<file path="config.mk">
export PLATFORM = sky130hd
export DESIGN_NAME = rv32i_rob_multiway
export DESIGN_NICKNAME = d
export VERILOG_FILES = /design/src/rtl/rv32i_rob_multiway.sv
export SDC_FILE = /design/constraint.sdc
export NUM_CORES = 1
export LEC_CHECK = 0
export ABC_CLOCK_PERIOD_IN_PS = 6200
export CAP_MARGIN = 5
export CORE_UTILIZATION = 55
export CTS_CLUSTER_SIZE = 16
export DETAILED_ROUTE_END_ITERATION = 16
export PLACE_DENSITY = 0.79
export SYNTH_ARGS = -nofsm -noshare
export SYNTH_HDL_FRONTEND = slang
export SYNTH_SLANG_ARGS = --single-unit
export TNS_END_PERCENT = 30
</file>
<file path="constraint.sdc">
create_clock -name clk -period 6.2 [get_ports clk]
set_input_delay 0.93 -clock clk [delete_from_list [all_inputs] [get_ports clk]]
set_output_delay 0.93 -clock clk [all_outputs]
set_load 0.005 [all_outputs]
</file>
<file path="src/rtl/rv32i_rob_multiway.sv">
// Multi-way RV32I reorder buffer with in-order group retire.
// Exception handling is enabled by defining RV32I_ROB_EXCEPT_EN.
module rv32i_rob_multiway #(
  parameter int ROB_DEPTH = 16,
  parameter int DISP_W    = 2,
  parameter int RET_W     = 2,
  parameter int WB_PORTS  = 2,
  parameter int PRF_BW    = 6,
  parameter int ARF_BW    = 5,
  parameter int IDX_BW    = $clog2(ROB_DEPTH)
) (
  input  logic                       clk,
  input  logic                       rstn,
  input  logic [DISP_W-1:0]          i_disp_vld,
  input  logic [DISP_W-1:0]          i_disp_dst_vld,
  input  logic [DISP_W*PRF_BW-1:0]   i_disp_phys_tag,
  input  logic [DISP_W*ARF_BW-1:0]   i_disp_arch_idx,
  output logic                       o_disp_rdy,
  output logic [DISP_W*IDX_BW-1:0]   o_rob_entry_idx,
  input  logic [WB_PORTS-1:0]        i_wb_vld,
  input  logic [WB_PORTS*IDX_BW-1:0] i_wb_idx,
  input  logic [WB_PORTS-1:0]        i_wb_except,
  input  logic                       i_except_handler_done,
  output logic [IDX_BW:0]            o_free_cnt,
  output logic                       o_empty,
  output logic [RET_W-1:0]           o_ret_vld,
  output logic [RET_W-1:0]           o_ret_dst_vld,
  output logic [RET_W*PRF_BW-1:0]    o_ret_phys_tag,
  output logic [RET_W*ARF_BW-1:0]    o_ret_arch_idx,
  output logic                       o_except_vld,
  output logic [IDX_BW-1:0]          o_except_idx,
  output logic                       o_flush
);

  localparam logic [IDX_BW:0] DEPTH_C = (IDX_BW+1)'(ROB_DEPTH);
  localparam logic [IDX_BW:0] DISP_C  = (IDX_BW+1)'(DISP_W);
  localparam logic [IDX_BW:0] ONE_C   = (IDX_BW+1)'(1);

  typedef enum logic {RUN, HALT} st_e;

  st_e                  st_q, st_d;
  logic [IDX_BW:0]      rd_q, rd_d, wr_q, wr_d, n_disp, n_ret;
  logic [ROB_DEPTH-1:0] vld_q, vld_d, done_q, done_d, exc_q, exc_d;
  logic [ROB_DEPTH-1:0] dvld_q;
  logic [PRF_BW-1:0]    tag_q  [ROB_DEPTH];
  logic [ARF_BW-1:0]    arch_q [ROB_DEPTH];
  logic [DISP_W-1:0]    disp_we;
  logic [IDX_BW-1:0]    alloc  [DISP_W];
  logic [RET_W-1:0]     ret_we;
  logic [IDX_BW-1:0]    ret_idx [RET_W];
  logic                 hit_exc;
  logic [IDX_BW-1:0]    exc_idx;
  logic [WB_PORTS-1:0]  wb_exc;
  logic                 hdone;
  logic [RET_W-1:0]     rv_q, rdv_q;
  logic [RET_W*PRF_BW-1:0] rtag_q;
  logic [RET_W*ARF_BW-1:0] rarch_q;

  assign o_free_cnt = DEPTH_C - (wr_q - rd_q);
  assign o_empty    = (rd_q == wr_q);
  assign o_disp_rdy = (st_q == RUN) && (o_free_cnt >= DISP_C);
  assign o_ret_vld      = rv_q;
  assign o_ret_dst_vld  = rdv_q;
  assign o_ret_phys_tag = rtag_q;
  assign o_ret_arch_idx = rarch_q;

  // Dispatch: accept the contiguous run of requests starting at lane 0.
  always_comb begin
    logic run;
    run    = 1'b1;
    n_disp = '0;
    for (int k = 0; k < DISP_W; k++) begin
      run        = run & i_disp_vld[k];
      disp_we[k] = run & o_disp_rdy;
      alloc[k]   = wr_q[IDX_BW-1:0] + IDX_BW'(k);
      o_rob_entry_idx[k*IDX_BW +: IDX_BW] = alloc[k];
      if (disp_we[k]) n_disp = n_disp + ONE_C;
    end
  end

  // Retire: longest chain of oldest done, non-excepting entries.
  always_comb begin
    logic chain;
    chain   = 1'b1;
    n_ret   = '0;
    hit_exc = 1'b0;
    exc_idx = '0;
    for (int k = 0; k < RET_W; k++) begin
      ret_idx[k] = rd_q[IDX_BW-1:0] + IDX_BW'(k);
      if (chain && vld_q[ret_idx[k]] && done_q[ret_idx[k]]
          && exc_q[ret_idx[k]]) begin
        hit_exc = 1'b1;
        exc_idx = ret_idx[k];
      end
      chain = chain & vld_q[ret_idx[k]] & done_q[ret_idx[k]]
            & ~exc_q[ret_idx[k]];
      ret_we[k] = chain;
      if (chain) n_ret = n_ret + ONE_C;
    end
  end

  // Next-state for pointers, entry flags and run/halt state.
  always_comb begin
    st_d   = st_q;
    rd_d   = rd_q + n_ret;
    wr_d   = wr_q + n_disp;
    vld_d  = vld_q;
    done_d = done_q;
    exc_d  = exc_q;
    if (st_q == RUN) begin
      for (int p = 0; p < WB_PORTS; p++) begin
        if (i_wb_vld[p] && vld_q[i_wb_idx[p*IDX_BW +: IDX_BW]]) begin
          done_d[i_wb_idx[p*IDX_BW +: IDX_BW]] = 1'b1;
          exc_d[i_wb_idx[p*IDX_BW +: IDX_BW]] =
            exc_d[i_wb_idx[p*IDX_BW +: IDX_BW]] | wb_exc[p];
        end
      end
    end
    for (int k = 0; k < RET_W; k++)
      if (ret_we[k]) vld_d[ret_idx[k]] = 1'b0;
    for (int k = 0; k < DISP_W; k++) begin
      if (disp_we[k]) begin
        vld_d[alloc[k]]  = 1'b1;
        done_d[alloc[k]] = 1'b0;
        exc_d[alloc[k]]  = 1'b0;
      end
    end
    if (hit_exc) begin
      st_d  = HALT;
      vld_d = '0;
      rd_d  = rd_q + n_ret + ONE_C;
      wr_d  = rd_q + n_ret + ONE_C;
    end else if (st_q == HALT && hdone) begin
      st_d = RUN;
    end
  end

  // Control state registers.
  always_ff @(posedge clk) begin
    if (!rstn) begin
      st_q   <= RUN;
      rd_q   <= '0;
      wr_q   <= '0;
      vld_q  <= '0;
      done_q <= '0;
      exc_q  <= '0;
    end else begin
      st_q   <= st_d;
      rd_q   <= rd_d;
      wr_q   <= wr_d;
      vld_q  <= vld_d;
      done_q <= done_d;
      exc_q  <= exc_d;
    end
  end

  // Entry payload storage, written on accepted dispatch.
  always_ff @(posedge clk) begin
    for (int k = 0; k < DISP_W; k++) begin
      if (disp_we[k]) begin
        dvld_q[alloc[k]] <= i_disp_dst_vld[k];
        tag_q[alloc[k]]  <= i_disp_phys_tag[k*PRF_BW +: PRF_BW];
        arch_q[alloc[k]] <= i_disp_arch_idx[k*ARF_BW +: ARF_BW];
      end
    end
  end

  // Registered retire lanes; idle lanes drive zero.
  always_ff @(posedge clk) begin
    if (!rstn) begin
      rv_q    <= '0;
      rdv_q   <= '0;
      rtag_q  <= '0;
      rarch_q <= '0;
    end else begin
      rv_q <= ret_we;
      for (int k = 0; k < RET_W; k++) begin
        rdv_q[k] <= ret_we[k] & dvld_q[ret_idx[k]];
        rtag_q[k*PRF_BW +: PRF_BW] <=
          ret_we[k] ? tag_q[ret_idx[k]] : '0;
        rarch_q[k*ARF_BW +: ARF_BW] <=
          ret_we[k] ? arch_q[ret_idx[k]] : '0;
      end
    end
  end

`ifdef RV32I_ROB_EXCEPT_EN
  logic              exv_q, fl_q;
  logic [IDX_BW-1:0] exi_q;

  assign wb_exc       = i_wb_except;
  assign hdone        = i_except_handler_done;
  assign o_except_vld = exv_q;
  assign o_except_idx = exi_q;
  assign o_flush      = fl_q;

  // Exception report pulse, followed one cycle later by flush.
  always_ff @(posedge clk) begin
    if (!rstn) begin
      exv_q <= 1'b0;
      exi_q <= '0;
      fl_q  <= 1'b0;
    end else begin
      exv_q <= hit_exc;
      exi_q <= hit_exc ? exc_idx : '0;
      fl_q  <= exv_q;
    end
  end
`else
  logic unused_exc;

  assign wb_exc       = '0;
  assign hdone        = 1'b0;
  assign o_except_vld = 1'b0;
  assign o_except_idx = '0;
  assign o_flush      = 1'b0;
  assign unused_exc   = ^{i_wb_except, i_except_handler_done,
                          exc_idx};
`endif

endmodule

</file>
# Word level (Yosys, flattened, before mapping)
# Memories as Yosys holds them, arrays and structs flattened. A register that Yosys moved wholly into a read port is not among the register bits.
# Cells that the tools add are included.
dict set report word_totals {
  input_bits 41
  elab_cells 153
  mem_bits_rw 176
  n_memories 2
  reg_bits 79
  out_inout_bits 47
}
# memory words word_bits rd rd_clocked_by_memory_dff wr line
set memory_table {}
lappend memory_table {tag_q 16 6 2 2 2 45} ;# logic [PRF_BW-1:0] tag_q [ROB_DEPTH];
lappend memory_table {arch_q 16 5 2 2 2 46} ;# logic [ARF_BW-1:0] arch_q [ROB_DEPTH];
dict set report op_classes {
  n_lt_le_gt_ge 13
  reduce_logical 21
  muxes 70
  eq_ne 1
  addsub 9
  n_bitwise 28
}
# cell count
set ops {}
lappend ops {{$mux W16} 18}
lappend ops {{$and A16 B16 Y16} 6}
lappend ops {{$bwmux W16} 4}
lappend ops {{$not A16 Y16} 4}
lappend ops {{$or A16 B16 Y16} 4}
lappend ops {{$bmux W1 S4} 12}
lappend ops {{$lt A4 B5 Y1 const B} 6}
lappend ops {{$mux W1} 26}
lappend ops {{$demux W1 S4} 6}
lappend ops {{$ge A4 B1 Y1 const B} 6}
lappend ops {{$mux W5} 3}
lappend ops {{$logic_and A1 B1 Y1} 14}
lappend ops {{$add A5 B1 Y5 const B} 2}
lappend ops {{$and A1 B1 Y1} 10}
lappend ops {{$add A4 B1 Y4 const B} 2}
lappend ops {{$add A5 B2 Y5} 1}
lappend ops {{$add A5 B5 Y5} 1}
lappend ops {{$eq A5 B5 Y1} 1}
lappend ops {{$ge A5 B2 Y1 const B} 1}
lappend ops {{$sub A5 B5 Y5} 1}
lappend ops {{$sub A5 B5 Y5 const A} 1}
lappend ops {{$logic_not A1 Y1} 4}
lappend ops {{$not A1 Y1} 4}
lappend ops {{$reduce_and A2 Y1} 2}
lappend ops {{other kinds (3)} 3}

# Depth between registers and ports, before layout
# Gate-level depths: netlist of run 1.
dict set report logic_depth {
  word_depth 16
  mapped_depth 22
  depth_no_buf 19
}

# Least setup slack after synthesis of run 1
# OpenSTA, ideal clock, no wires.
dict set report synth_timing {
  kind {register -> register}
  from {register rd_q[0]}
  to {register rd_q[4]}
  path_stages_with_launch 23
  setup_ps 129
  required_time_ps 6071
  arrival_time_ps 4786
  period_less_slack_ps 4915
  slack_ps 1285
  path_buffers 3
  path_cell_list {dfxtp_1 > buf_4 > inv_1 > ha_1 > buf_6 > mux4_2 > mux4_2 > a2111oi_4 > nand2_2 > inv_2 > buf_6 > ha_1 > ha_1 > inv_1 > fa_1 > inv_1 > ha_1 > inv_1 > a211oi_1 > a21oi_1 > and3_1 > o21ai_0 > o211ai_1}
}
dict set report synth_via {
  elab_chain_len 11
  elab_cells_between_ends 33
  cone_classes {add/sub (4); mux (17); bitwise (7); reduce/logical (5)}
}
# element line
set synth_lines {}
lappend synth_lines {{start, declared} 42} ;# logic [IDX_BW:0] rd_q, rd_d, wr_q, wr_d, n_disp, n_ret;
lappend synth_lines {{start signal, assigned} 149} ;# rd_q <= rd_d;
lappend synth_lines {{parallel branches: the longest is 6 deep, another holds $add A4 B1 Y4} -}
lappend synth_lines {{$and A1 B1 Y1 *} 96} ;# & ~exc_q[ret_idx[k]];
lappend synth_lines {{net ret_we[1]} 49} ;# logic [RET_W-1:0] ret_we;
lappend synth_lines {{$mux W5 *} 98} ;# if (chain) n_ret = n_ret + ONE_C;
lappend synth_lines {{$add A5 B5 Y5 *} {105, 131}}
lappend synth_lines {{$add A5 B1 Y5} 131} ;# rd_d = rd_q + n_ret + ONE_C;
lappend synth_lines {{$mux W5 *} 128} ;# if (hit_exc) begin
# Mark *: on every way through the listed nets, which the timed path passes. The select of a mux whose other input is x is not followed.
# A chain may end at the register's enable or synchronous reset.

# Final worst setup path of run 1
dict set report layout_timing {
  from {register rd_q[1]}
  to {output port o_disp_rdy}
}
dict set report layout_via {
  elab_chain_len 4
}
# element line
set layout_lines {}
lappend layout_lines {{$sub A5 B5 Y5 (2 in series)} 59} ;# assign o_free_cnt = DEPTH_C - (wr_q - rd_q);
lappend layout_lines {{$ge A5 B2 Y1} 61} ;# assign o_disp_rdy = (st_q == RUN) && (o_free_cnt >= DISP_C);
lappend layout_lines {{$logic_and A1 B1 Y1} 61}
lappend layout_lines {{end, declared} 18} ;# output logic o_disp_rdy,
# No other way between the ends.

==> results of run 1 <==
-- power breakdown --
part | internal (W) | leakage, nW | total [W] | switching [W]
clock network | 0.00107 | 0.472 | 0.00180 | 0.000721
logic | 0.000432 | 3.25 | 0.000969 | 0.000537
registers | 0.00211 | 2.41 | 0.00220 | 0.0000841
-- per-layer routing --
metal / wire length, microns / up-vias
li1: - / 4722
met1: 16900 / 5552
met2: 22000 / 691
met3: 4940 / 118
met4: 1800 / 0
met5: 0 / -
-- metrics by stage --
| step | utilization | area [sq um] | instances |
|---|---|---|---|
| 2_1_floorplan | - | 16200 | 1194 |
| 3_3_place_gp | 0.597 | 17200 | 1565 |
| 3_5_place_dp | 0.597 | 17200 | 1565 |
| 4_1_cts | 0.630 | 18200 | 1618 |
| 5_1_grt | 0.630 | 18200 | 1618 |
| 6_report | 0.631 | 18200 | 1620 |
-- registers in the layout (all words and copies together), names as in the netlist --
register,flops
done_q,16
o_ret_phys_tag,12
rd_q,5
vld_q,16
o_ret_vld,2
dvld_q,16
st_q,1
exc_q,16
wr_q,5
o_ret_dst_vld,2
arch_q,80
o_ret_arch_idx,10
tag_q,96
-- placed cells by master, fill, tap and decap left out, types with 29 or more instances in the layout --
master / count
mux2_2: 180
edfxtp_1: 176
mux4_2: 143
dfxtp_1: 98
clkdlybuf4s50_1: 78
a21oi_1: 50
and3_1: 44
nor2_1: 43
nand2_1: 39
inv_1: 34
nand3_1: 30
nor3_1: 30
clkbuf_16: 29
-- worst reg2reg max path, stage by stage (launching register included) --
cell       delay (ns)
dfxtp_4          0.35
buf_4            0.79
nand3_1          0.29
xnor2_2          0.41
mux4_2           0.43
a2111oi_4        0.42
nand2_2          0.16
inv_2            0.41
ha_1             0.33
ha_1             0.19
inv_1            0.07
fa_1             0.42
inv_1            0.12
ha_1             0.20
inv_1            0.08
a211oi_1         0.25
a21oi_1          0.11
and3_1           0.23
o21ai_0          0.15
o211ai_1         0.11
-- layout make-up --
class,instances,share of cell area
antenna,2,0.000275
clock buffer,37,0.0421
clock inverter,16,0.0112
inverter,39,0.00804
multi-input combinational,764,0.458
sequential,277,0.402
tap,384,0.0264
timing repair buffer,101,0.0524
-- worst max path at each step --
| stage | cells past startpoint | to |
|---|---|---|
| after floorplan | 22 | rd_q[4] |
| after global placement | 16 | wr_q[4] |
| after detailed placement | 19 | rd_q[4] |
| after CTS | 9 | o_disp_rdy |
| after global routing | 19 | rd_q[4] |
| final | 9 | o_disp_rdy |
-- cells by family (layout without fill, tap and decap cells) --
kind of cell,after synthesis,after routing,synth area share
buffers and inverters,153,193,0.0421
AO/OA/AOI/OAI,125,125,0.0549
multiplexers,350,350,0.340
XOR/XNOR,18,18,0.0111
other,1,8,0.000231
flip-flops,277,277,0.451
AND/OR/NAND/NOR,237,237,0.0776
adder cells (fa/ha/maj),28,28,0.0230
==> impl_metrics.yaml, run 1 <==
run_status:
  outcome: "complete, no violations"
place:
  place_congestion: 0.917
  post-place-ws_ns: 0.626
  hpwlAfterDp_microns: 28100
  numPortBuffers: 78
clock_tree:
  clk_pin_slew_ns: 0.06
  cts_setup_buffers: 0
  tritoncts: "done"
  post_cts_resized: 0
  worstSkewPairLatency_ns: 0.55
  cts_buffers: 29
  tritoncts_num_sinks: 277
  root_buffer: "clkbuf_16"
  clock_path_buffers: 3
  htreeDepth: 1
  cts_hold_buffers: 0
final_layout:
  fillCellCount: 2189
  seq_area_sq_um: 7320
  syn_to_final_growth_pct: 12.2
  multiInputGateArea_sq_um: 8330
  drive_above_1_share: 0.343
  layout.nets: 1281
critical_path:
  crit_path_start_kind: "register"
  startpoint: "rd_q[1]"
  critical-path-top-delay-family: "buffers and inverters"
  worstPathArrival_ns: 4.89
  path_common_cell: "ha_1"
  worst-path-buf-inv: 3
  worstPathRequired_ns: 5.27
  r2r_setup_slack_ns: 0.56
  regToRegStartpoint: "rd_q[0]"
  criticalPathCategory: "reg -> out"
  ff2ff_path_depth: 19
  cp_slowest_cell: "buf_4"
  crit_path_max_incr_delay_ns: 0.73
  r2r_end: "rd_q[4]"
  cp_max_fo: 58
  end_kind: "output port"
  worstPathCellList: "buf_4, ha_1, ha_1, fa_1, xor2_1, or3_1, o21ai_4, inv_2, clkdlybuf4s50_1"
grt:
  grt_max_degree: 66
  busiest_layer: "met2"
  grt_pass1_wl_microns: 67900
  grtUsageMet3: 0.0511
  met1_usage: 0.402
  grt-ovfl-total: 0
  grt_use_met2: 0.499
  grtUsageTotal: 0.303
  grt_antenna_before_repair: 1
  grt_pass1_vias: 10900
floorplanning:
  chipWidth_microns: 174
  pin_count: 88
  die-area_sq_um: 30200
  start_util: 0.562
  core_area_sq_um: 28900
  die_h_microns: 174
  rows: 62
sta:
  relSlewSlack: 0.180
  tightest_slew_ns: 1.23
  rsz0062_at_grt: "no"
  hold_viol_final: 0
  skew_ns: 0.0101
  min_period_ns: 5.82
  fin_hold_ws_ns: 0.493
  setup_viol_count_final: 0
  setup_tns_ns: 0
  clock.fmax_ghz: 0.172
  period_share: 0.939
  slew_viol_final: 0
  setup_ws_ns: 0.378
routing:
  first_pass_iters: 5
  drtAntennaViolNets: 0
  avgViaCountPerCell: 6.84
  drc: 0
  routed-via-count: 11100
  dr.first_iter.drc_count: 1302
  wirelength_microns: 45600
  wl_per_cell_microns: 28.2
synthesis:
  yosys.area.top_type: "edfxtp_1"
  ys_seq_elements: 277
  synth_most_common_cell: "mux2_2"
  syn_area_per_cell_sq_um: 13.6
  postSynthCellCount: 1189
  yosysWarnings: 0
  synthArstFlopShare: 0
  syn_area_sq_um: 16200
  seq_area_frac_synth: 0.451
  synth_commonest_cells: "mux2_2, edfxtp_1, mux4_2"
  synth-edff-count: 176
  ys_types: 63
  ys.flop_type: "edfxtp_1"
  synthTopCellsByArea: "edfxtp_1, mux4_2, mux2_2"
  synth.top_cell.area_share: 0.326
pwr:
  powerDensity_nw_per_um2: 273
  leakage_nw: 6.13
  ir_drop_mv: 0.243
  fin_total_pwr_w: 0.00496
min_path:
  hold_class: "reg -> reg"
  hold_end: "exc_q[0]"
  hold_start: "exc_q[0]"
  min_path_cells: 1
job:
  drv_cap: 0
(Power assumes the default switching activity.)
==> run 2: changes to the inputs <==
--- a/config.mk
+++ b/config.mk
@@ -10,6 +10,7 @@
 export CORE_UTILIZATION = 55
 export CTS_CLUSTER_SIZE = 16
 export DETAILED_ROUTE_END_ITERATION = 16
+export MAX_ROUTING_LAYER = met4
 export PLACE_DENSITY = 0.79
 export SYNTH_ARGS = -nofsm -noshare
 export SYNTH_HDL_FRONTEND = slang
==> constraint.sdc (replaced) <==
create_clock -name clk -period 6.2 [get_ports clk]
set_input_delay 0.93 -clock clk [delete_from_list [all_inputs] [get_ports clk]]
set_output_delay 0.93 -clock clk [all_outputs]
set_load 0.1 [all_outputs]
==> run 2 against run 1 <==
Compared with the run above: worst setup slack improved by 0.072 ns; clock skew increased by 0.0056 ns; worst hold slack improved by 0.0078 ns; first-iteration DRC count increased by 5.4%; largest power group unchanged; sequential cell count unchanged; critical path depth increased by 10; count of clock-buffer cells in the layout unchanged; via count decreased by 0.78%; sequential power about the same; clock power about the same; register-to-register slack got worse by 0.11 ns.
==> impl_metrics.yaml, run 2 (synthesis gave the netlist of run 1 again) <==
clock_tree:
  tritoncts: "done"
  worstSkewPairLatency_ns: 0.56
  htreeDepth: 1
  clock_path_buffers: 3
  post_cts_resized: 0
  tritoncts_num_sinks: 277
  cts_buffers: 30
  root_buffer: "clkbuf_16"
  cts_setup_buffers: 0
  cts_hold_buffers: 0
  clk_pin_slew_ns: 0.06
run_status:
  outcome: "complete, no violations"
sta:
  setup_viol_count_final: 0
  tightest_slew_ns: 1.27
  rsz0062_at_grt: "no"
  min_period_ns: 5.75
  relSlewSlack: 0.153
  clock.fmax_ghz: 0.174
  slew_viol_final: 0
  skew_ns: 0.0157
  period_share: 0.927
  fin_hold_ws_ns: 0.500
  hold_viol_final: 0
  setup_tns_ns: 0
floorplanning:
  die-area_sq_um: 30200
  pin_count: 88
  core_area_sq_um: 28900
  start_util: 0.562
  chipWidth_microns: 174
  die_h_microns: 174
  rows: 62
routing:
  first_pass_iters: 7
  routed-via-count: 11000
  wl_per_cell_microns: 27.7
  drtAntennaViolNets: 0
  wirelength_microns: 44900
  dr.first_iter.drc_count: 1372
  drc: 0
  avgViaCountPerCell: 6.78
place:
  numPortBuffers: 78
  dpl-instance-area_sq_um: 17200
  hpwlAfterDp_microns: 28000
  placed_cells: 1565
  place_congestion: 0.954
final_layout:
  final_cell_mix: "mux2_2, edfxtp_1, mux4_2"
  layout.nets: 1282
  design_area_sq_um: 18200
  fillCellCount: 2127
  largest_reg_flops: 96
  final_common_cell: "mux2_2"
  layout.cells.non_filler: 1621
  syn_to_final_growth_pct: 12.4
  drive_above_1_share: 0.346
critical_path:
  r2r_end: "rd_q[4]"
  regToRegStartpoint: "rd_q[1]"
  criticalPathCategory: "reg -> reg"
  worstPathRequired_ns: 6.63
  r2r_setup_slack_ns: 0.45
  end_kind: "register"
  crit_path_start_kind: "register"
  crit_end: "rd_q[4]"
  cp_max_fo: 21
  worstPathArrival_ns: 6.18
  ff2ff_path_depth: 19
  startpoint: "rd_q[1]"
grt:
  grt_use_met2: 0.498
  grt_pass1_wl_microns: 67700
  grtUsageMet3: 0.0553
  grtUsageTotal: 0.309
  grt_pass1_vias: 11100
  busiest_layer: "met2"
  grt-ovfl-total: 0
  grt_antenna_before_repair: 1
  met1_usage: 0.387
  grt_max_degree: 112
job:
  drv_cap: 0
pwr:
  leakage_nw: 6.15
  ir_drop_mv: 0.315
  powerDensity_nw_per_um2: 293
min_path:
  hold_class: "reg -> reg"
==> run 2: critical path, cell delays in order, from the launching register on <==
cell and delay (ns):
dfxtp_4 0.59, inv_2 0.23, ha_4 0.54, mux4_2 0.57, mux4_2 0.53, a2111oi_4 0.40
nand2_2 0.14, inv_2 0.39, ha_1 0.32, ha_1 0.20, inv_1 0.07, fa_1 0.40
inv_1 0.12, ha_1 0.20, inv_1 0.08, a211oi_1 0.26, a21oi_1 0.12, and3_1 0.20
o21ai_0 0.13, o211ai_1 0.09
==> run 2: how the worst min path moves through the flow <==
stage | cells past startpoint | slack (ns) | from | to
after floorplan | 2 | 0.47 | done_q[11] | done_q[11]
after global placement | 1 | 0.48 | exc_q[0] | exc_q[0]
after detailed placement | 1 | 0.48 | exc_q[8] | exc_q[8]
after CTS | 1 | 0.50 | exc_q[8] | exc_q[8]
after global routing | 1 | 0.51 | exc_q[2] | exc_q[2]
final | 2 | 0.50 | done_q[15] | done_q[15]
==> run 2: per-layer routing <==
| metal | share of wire | wire length (microns) | vias to the layer above |
|---|---|---|---|
| li1 | - | - | 4729 |
| met1 | 0.37 | 16400 | 5463 |
| met2 | 0.49 | 21900 | 657 |
| met3 | 0.10 | 4670 | 148 |
| met4 | 0.043 | 1950 | 0 |
| met5 | 0 | 0 | - |
==> run 2: stage by stage <==
step / total power, W / setup WS, ns / utilization
finish: 0.00534 / 0.450 / 0.632
global route: 0.00549 / 0.201 / 0.632
CTS: 0.00534 / 0.484 / 0.632
detailed placement: 0.00356 / 0.493 / 0.597
global placement: 0.00354 / 0.587 / 0.597
floorplan: 0.00321 / 0.509 / -
==> run 2: power breakdown <==
group	switching, W	internal (W)
Clock	0.000748	0.00105
Combinational	0.000917	0.000433
Sequential	0.0000810	0.00211
Total	0.00175	0.00360
==> run 2: area by class of cell <==
cell class                 instances  area (sq um)  area share
sequential                       277          7320       0.401
tap                              384           480      0.0264
clock buffer                      37           808      0.0443
inverter                          39           146     0.00803
timing repair buffer             101           963      0.0529
antenna                            1          2.50    0.000137
clock inverter                    18           176     0.00968
multi-input combinational        764          8330       0.457
==> run 3: changes to the inputs <==
--- a/config.mk
+++ b/config.mk
@@ -5,13 +5,14 @@
 export SDC_FILE = /design/constraint.sdc
 export NUM_CORES = 1
 export LEC_CHECK = 0
+export ABC_AREA = 1
 export ABC_CLOCK_PERIOD_IN_PS = 6200
 export CAP_MARGIN = 5
-export CORE_UTILIZATION = 55
+export CORE_UTILIZATION = 45
 export CTS_CLUSTER_SIZE = 16
 export DETAILED_ROUTE_END_ITERATION = 16
 export MAX_ROUTING_LAYER = met4
-export PLACE_DENSITY = 0.79
+export PLACE_DENSITY = 0.68
 export SYNTH_ARGS = -nofsm -noshare
 export SYNTH_HDL_FRONTEND = slang
 export SYNTH_SLANG_ARGS = --single-unit
==> run 3 against run 2 <==
Compared with the run above: sequential cell count is the same; critical path type unchanged; cell area rose by 6.5%; count of clock-buffer cells in the layout up 8; die area up 31%; highest routed layer unchanged.
==> impl_metrics.yaml, run 3 <==
run_status:
  outcome: "complete, no violations"
floorplanning:
  die-area_sq_um: 39600
  core_area_sq_um: 37900
  rows: 71
  die_h_microns: 199
  chipWidth_microns: 199
  start_util: 0.460
  pin_count: 88
synthesis:
  ys_seq_elements: 277
  ys.flop_type: "edfxtp_1"
  ys_types: 38
  postSynthCellCount: 2473
  synth_most_common_cell: "nand2_1"
  yosysWarnings: 0
  yosys.area_share.xor_xnor: 0.00502
  yosys.area_share.simple: 0.250
  syn_area_per_cell_sq_um: 7.05
  synthArstFlopShare: 0
  synthTopCellsByArea: "edfxtp_1, dfxtp_1, a21oi_1"
  synth_commonest_cells: "nand2_1, nor2_1, a21oi_1"
  seq_area_frac_synth: 0.419
  muxShareOfSynthArea: 0
  synth_top_family_by_area: "simple AND/OR/NAND/NOR gates"
  synth-edff-count: 176
  synthAdderAreaFrac: 0.0214
  syn_area_sq_um: 17400
  synth.top_cell.area_share: 0.303
  yosys.area.top_type: "edfxtp_1"
  synth_compound_area_frac: 0.202
clock_tree:
  tritoncts: "done"
  htreeDepth: 2
  clk_pin_slew_ns: 0.06
  worstSkewPairLatency_ns: 0.54
  cts_buffers: 34
  cts_hold_buffers: 0
  root_buffer: "clkbuf_16"
  tritoncts_num_sinks: 277
  post_cts_resized: 0
  cts_setup_buffers: 0
  clock_path_buffers: 3
sta:
  relSlewSlack: 0.238
  setup_tns_ns: 0
  period_share: 0.818
  clock.fmax_ghz: 0.197
  setup_viol_count_final: 0
  hold_viol_final: 0
  skew_ns: 0.0244
  tightest_slew_ns: 1.14
  fin_hold_ws_ns: 0.460
  rsz0062_at_grt: "no"
  slew_viol_final: 0
  min_period_ns: 5.07
job:
  drv_cap: 0
final_layout:
  final_cell_mix: "nand2_1, nor2_1, a21oi_1"
  final_common_cell: "nand2_1"
  largest_reg_flops: 96
  layout.nets: 2499
  drive_above_1_share: 0.0517
  syn_to_final_growth_pct: 11.3
routing:
  wirelength_microns: 59600
  routed-via-count: 17400
  wl_per_cell_microns: 20.1
  first_pass_iters: 6
  dr.first_iter.drc_count: 2326
  avgViaCountPerCell: 5.88
  drtAntennaViolNets: 0
  drc: 0
critical_path:
  cp_max_fo: 53
  cp_slowest_cell: "dfxtp_4"
  worstPathRequired_ns: 6.66
  criticalPathCategory: "reg -> reg"
  path_common_cell: "inv_1"
  crit_path_start_kind: "register"
  worstPathArrival_ns: 5.54
  critical-path-top-delay-family: "simple AND/OR/NAND/NOR gates"
  worst-path-buf-inv: 6
  cp.depth: 23
  worstPathCellList: "inv_1, buf_4, ha_2, buf_4, nand3_1, nand3_1, nand2_1, nand2_1, nand2_2, nor2_4, nand2_2, nor2_2, ha_1, ha_1, inv_1, fa_1, inv_1, ha_1, inv_1, nor3_1, xor2_1, nand2_1, a21oi_1"
  r2r_setup_slack_ns: 1.13
  end_kind: "register"
  regToRegStartpoint: "rd_q[1]"
  crit_path_max_incr_delay_ns: 0.63
  r2r_end: "wr_q[4]"
  ff2ff_path_depth: 23
min_path:
  min_path_cells: 2
  hold_class: "reg -> reg"
  hold_end: "exc_q[2]"
  hold_start: "exc_q[2]"
grt:
  grt_max_degree: 113
  grt-ovfl-total: 0
  grt_antenna_before_repair: 3
  grt_pass1_vias: 16000
  grt_pass1_wl_microns: 90800
  grtUsageTotal: 0.313
place:
  numPortBuffers: 78
  hpwlAfterDp_microns: 37800
  place_congestion: 0.946
pwr:
  ir_drop_mv: 0.287
  powerDensity_nw_per_um2: 285
  leakage_nw: 7.62
==> run 3: changes by cell type after synthesis, sizes merged, moves of 180 or more <==
cell / previous run / this run
a21oi: 51 / 335
nand2: 40 / 414
mux2: 180 / 0
o21ai: 8 / 305
nor2: 44 / 416
inv: 38 / 238
==> run 3: cells by family after synthesis <==
kind of cell	after synthesis
AO/OA/AOI/OAI	679
XOR/XNOR	10
adder cells (fa/ha/maj)	28
buffers and inverters	436
flip-flops	277
other	1
AND/OR/NAND/NOR	1042
==> run 3: through the flow <==
stage,power (W),instances,instance area (sq um),setup WS (ns),util
final,0.00553,2970,19400,1.13,0.512
after global routing,0.00572,2969,19400,0.725,0.512
after CTS,0.00552,2967,19400,1.24,0.512
after detailed placement,0.00352,2905,18300,1.27,0.482
after global placement,0.00349,2905,18300,1.36,0.482
after floorplan,0.00319,2478,17500,0.357,-
==> run 3: worst reg2reg max path, stage by stage, from the launching register on <==
cell,delay (ns)
dfxtp_4,0.63
inv_1,0.08
buf_4,0.25
ha_2,0.39
buf_4,0.54
nand3_1,0.15
nand3_1,0.11
nand2_1,0.06
nand2_1,0.08
nand2_2,0.07
nor2_4,0.42
nand2_2,0.11
nor2_2,0.16
ha_1,0.26
ha_1,0.20
inv_1,0.07
fa_1,0.45
inv_1,0.08
ha_1,0.17
inv_1,0.06
nor3_1,0.28
xor2_1,0.17
nand2_1,0.09
a21oi_1,0.13
==> run 3: power by group <==
part	switching (W)	internal, W
logic	0.000946	0.000331
registers	0.0000962	0.00214
clock network	0.000822	0.00120
total	0.00186	0.00366
==> run 3: layout make-up <==
cell class                 count  area (sq um)
timing repair buffer         112          1030
clock buffer                  45           973
clock inverter                17           159
sequential                   277          7310
inverter                     240           906
antenna                        3          7.51
multi-input combinational   1765          8380
tap                          511           639
fill                        3640         18500
==> run 3: routing by layer <==
| layer | vias up | track usage | share of wire |
|---|---|---|---|
| met5 | - | - | 0 |
| met4 | 0 | 0.156 | 0.046 |
| met3 | 180 | 0.0593 | 0.12 |
| met2 | 1091 | 0.465 | 0.44 |
| met1 | 7994 | 0.407 | 0.39 |
| li1 | 8184 | - | - |
==> run 3: worst max path at each step <==
stage | from | to
after floorplan | rd_q[0] | wr_q[4]
after global placement | rd_q[1] | wr_q[4]
after detailed placement | rd_q[1] | rd_q[4]
after CTS | rd_q[1] | rd_q[4]
after global routing | rd_q[1] | rd_q[4]
final | rd_q[1] | wr_q[4]
